[src/rtl/mhd_popcnt.sv]
// Combinational population count of one CHUNK-bit slice.
module mhd_popcnt #(
    parameter int CHUNK = 8,
    parameter int PW    = $clog2(CHUNK + 1)
) (
    input  logic [CHUNK-1:0] i_bits,
    output logic [PW-1:0]    o_count
);

    logic [PW-1:0] w_sum;

    always_comb begin
        w_sum = '0;
        for (int i = 0; i < CHUNK; i++) begin
            w_sum = w_sum + PW'(i_bits[i]);
        end
    end

    assign o_count = w_sum;

endmodule

[config.mk]
export PLATFORM = sky130hd
export DESIGN_NAME = mhd_popcnt
export DESIGN_NICKNAME = d
export VERILOG_FILES = /design/src/rtl/mhd_popcnt.sv
export SDC_FILE = /design/constraint.sdc
export NUM_CORES = 1
export LEC_CHECK = 0
export ABC_CLOCK_PERIOD_IN_PS = 6570
export BUFFER_PORTS_ARGS = -buffer_cell sky130_fd_sc_hd__buf_4
export CAP_MARGIN = 20
export CORE_AREA = 2 2 39 41
export DETAILED_ROUTE_END_ITERATION = 12
export DIE_AREA = 0 0 41 43
export PLACE_DENSITY_LB_ADDON = 0.3
export SLEW_MARGIN = 20
export SYNTH_ARGS = -nofsm -noshare
export SYNTH_HDL_FRONTEND = slang
export SYNTH_SLANG_ARGS = --single-unit
[constraint.sdc]
create_clock -name vclk -period 6.57
set_input_delay 0.9855 -clock vclk [all_inputs]
set_output_delay 0.9855 -clock vclk [all_outputs]
set_load 0.005 [all_outputs]
* After elaboration in Yosys (flattened, before gate mapping)
Cells that the tools add are included.
Operators by class: add/subtract/negate cells 7
Operator list (number):
- $add 4x1->4 | 4
- $add 3x1->4 | 1
- $add 2x1->3 | 1
- $add 1x1->2 | 1
Storage, ports and cells: flip-flop bits (word level) 0, input bits 8, output and inout port bits 4

* Longest topological paths before layout
depth after elaboration 7, depth in mapped cells 9

* Worst setup path before layout
No wires, ideal clock.
kind input to output, start point in i_bits[0], end point out o_count[1], slack 2.389 ns, data required time 5.584 ns, stages on the path 9, data arrival time 3.195 ns, buffers on the path 0, path through inv_1 > fa_1 > fa_1 > fa_1 > inv_1 > ha_1 > inv_1 > fa_1 > inv_1
Between the ends: longest elaborated chain between the ends 7
Ends and longest elaborated chain:
- start, declared | RTL line 6 | input logic [CHUNK-1:0] i_bits,
- $add 1x1->2 | RTL line 15 | w_sum = w_sum + PW'(i_bits[i]);
- $add 2x1->3 | RTL line 15
- $add 3x1->4 | RTL line 15
- $add 4x1->4 (4 in series) | RTL line 15
- end, declared | RTL line 7 | output logic [PW-1:0] o_count
Every way passes these cells.

* Final worst setup path
start point in i_bits[0], end point out o_count[2]
Same word-level chain as after synthesis.

==> reports/metrics.cfg <==
[worst_setup_path]
worstPathArrival_ns=3.43
path_buf_inv=5
critPathMaxFanout=2
critPathCaptureType=output port
crit_family=adder cells
start_kind=input port
path_class=input port to output port
slowest_delay_ns=0.55
cp_common_cell=fa_1
path_cells=buf_4 > inv_1 > fa_1 > fa_1 > fa_1 > inv_1 > ha_1 > inv_1 > fa_1 > xnor2_1 > buf_4
worst_path_max_delay_cell=fa_1
cp.depth=11
required_ns=5.58

[timing]
max_freq_mhz=227
period_needed_ns=4.41
finalMaxSlewViolations=0
setup_viol=0
whs_ns=2.26
fin_tns_setup_ns=0
fin_crit_sh_pct=67.2
worst_slew_pin_slew_ns=0.121
relSlewSlack_pct=91.9
final-hold-violation-count=0
rsz0062_at_grt=false

[grt]
grt.overflow.total=0
grt_start_max_net_pins=3
grt_pass1_wl_um=503
track_usage_pct=3.82
first_global_vias=148
antenna_found_initial=0

[power_and_ir_drop]
power_leakage_nw=0.187
p_seq_share_pct=0
p_sw_w=0.0000183
powerDensity_mw_per_mm2=146
clkPwrFrac_pct=0
swShare_pct=41.7
p_comb_share_pct=100.0
vdd_ir_drop_max_mv=0.0317
power.internal_w=0.0000256

[layout]
syn_to_final_growth_pct=57.9
final_nets=53
n_antenna_cell=0
seq_cells=0
nFillCells=165
drive_gt1_share_pct=33.3
n_clock_buffer=0
regArea_um2=0
final_cells=52

[floorplan]
rows=14
io_pins=12
chipHeight_um=43
die_w_um=41
start_util_pct=13.7
coreArea_mm2=0.00138
fp.dieArea_mm2=0.00176

[logic_synthesis]
synth.yosys.seq_area_share_pct=0
yosys.area.top_type=fa_1
synth.net_count=39
yosys.area.top_type_share_pct=42.1
syn_inst=24
synth.most_common_cell=inv_1
synth_cell_types=6
yosysWarnings=0
syn-cell-area_um2=190
synth_area_per_cell_um2=7.92
synth_common_cells=inv_1, fa_1, ha_1
synthTopCellsByArea=fa_1, inv_1, ha_1

[place]
gp_congestion=0.623
dp.cells=52
hpwl_um=285
portBuffers=12

[hold_path]
min_delay_path_depth=3
hp-class=input port to output port

[routing]
viasPerCell=3.04
drt_wl_total_um=296
wl_per_cell_um=5.69
drtIter0Drc=0
via_count=158
drc=0
ant_nets=0
dr.pass1.iters=1

[clocking]
hold_buffers=0
cts_resized=0
post_cts_buffers=0

[outcome]
status=finished, final reports clean

[job]
drv_cap=0

routing by layer:
layer | part of all wire [%] | GRT usage [%]
met1 | 43 | 5.50
met2 | 45 | 6.56
met3 | 12 | 0
met4 | 0 | 0
met5 | 0 | 0
cell usage in the layout, fill, tap and decap left out:
master / n
xnor2_1: 1
nor2b_1: 1
buf_4: 12
ha_1: 3
fa_1: 4
inv_1: 14
a21oi_1: 1
path summary, 6_finish.rpt:
kind | from | to | slack (ns)
max | i_bits[0] | o_count[2] | 2.16
min | i_bits[2] | o_count[0] | 2.26
worst min-delay path: stages:
cell and delay, ns:
buf_4 0.08, ha_1 0.12, buf_4 0.10
per-stage QoR:
step / instance area [um2] / total power [W] / setup slack, ns / utilization [%]
floorplan: 190 / 0.0000240 / 2.39 / -
global placement: 300 / 0.0000448 / 2.12 / 21.7
detailed placement: 300 / 0.0000451 / 2.13 / 21.7
CTS: 300 / 0.0000454 / 2.12 / 21.7
global route: 300 / 0.0000512 / 2.03 / 21.7
finish: 300 / 0.0000438 / 2.16 / 21.7
cell type report:
type / count / area (um2) / share of cell area [%]
Tap cell: 16 / 20.0 / 6.67
Inverter: 14 / 52.6 / 17.5
Multi-Input combinational cell: 10 / 138 / 45.8
Timing Repair Buffer: 12 / 90.1 / 30.0
cell families after synthesis:
group	after synthesis	synth area share (%)
buffers and inverters	14	27.6
AO/OA/AOI/OAI	1	2.63
XOR/XNOR	1	4.61
adder cells (fa/ha/maj)	7	61.8
AND/OR/NAND/NOR	1	3.29
power by group through the flow:
stage	clock network [W]	logic, W	registers (W)
2_1_floorplan	0	0.0000240	0
3_3_place_gp	0	0.0000448	0
3_5_place_dp	0	0.0000451	0
4_1_cts	0	0.0000454	0
5_1_grt	0	0.0000512	0
6_report	0	0.0000438	0
(Power assumes the default switching activity.)
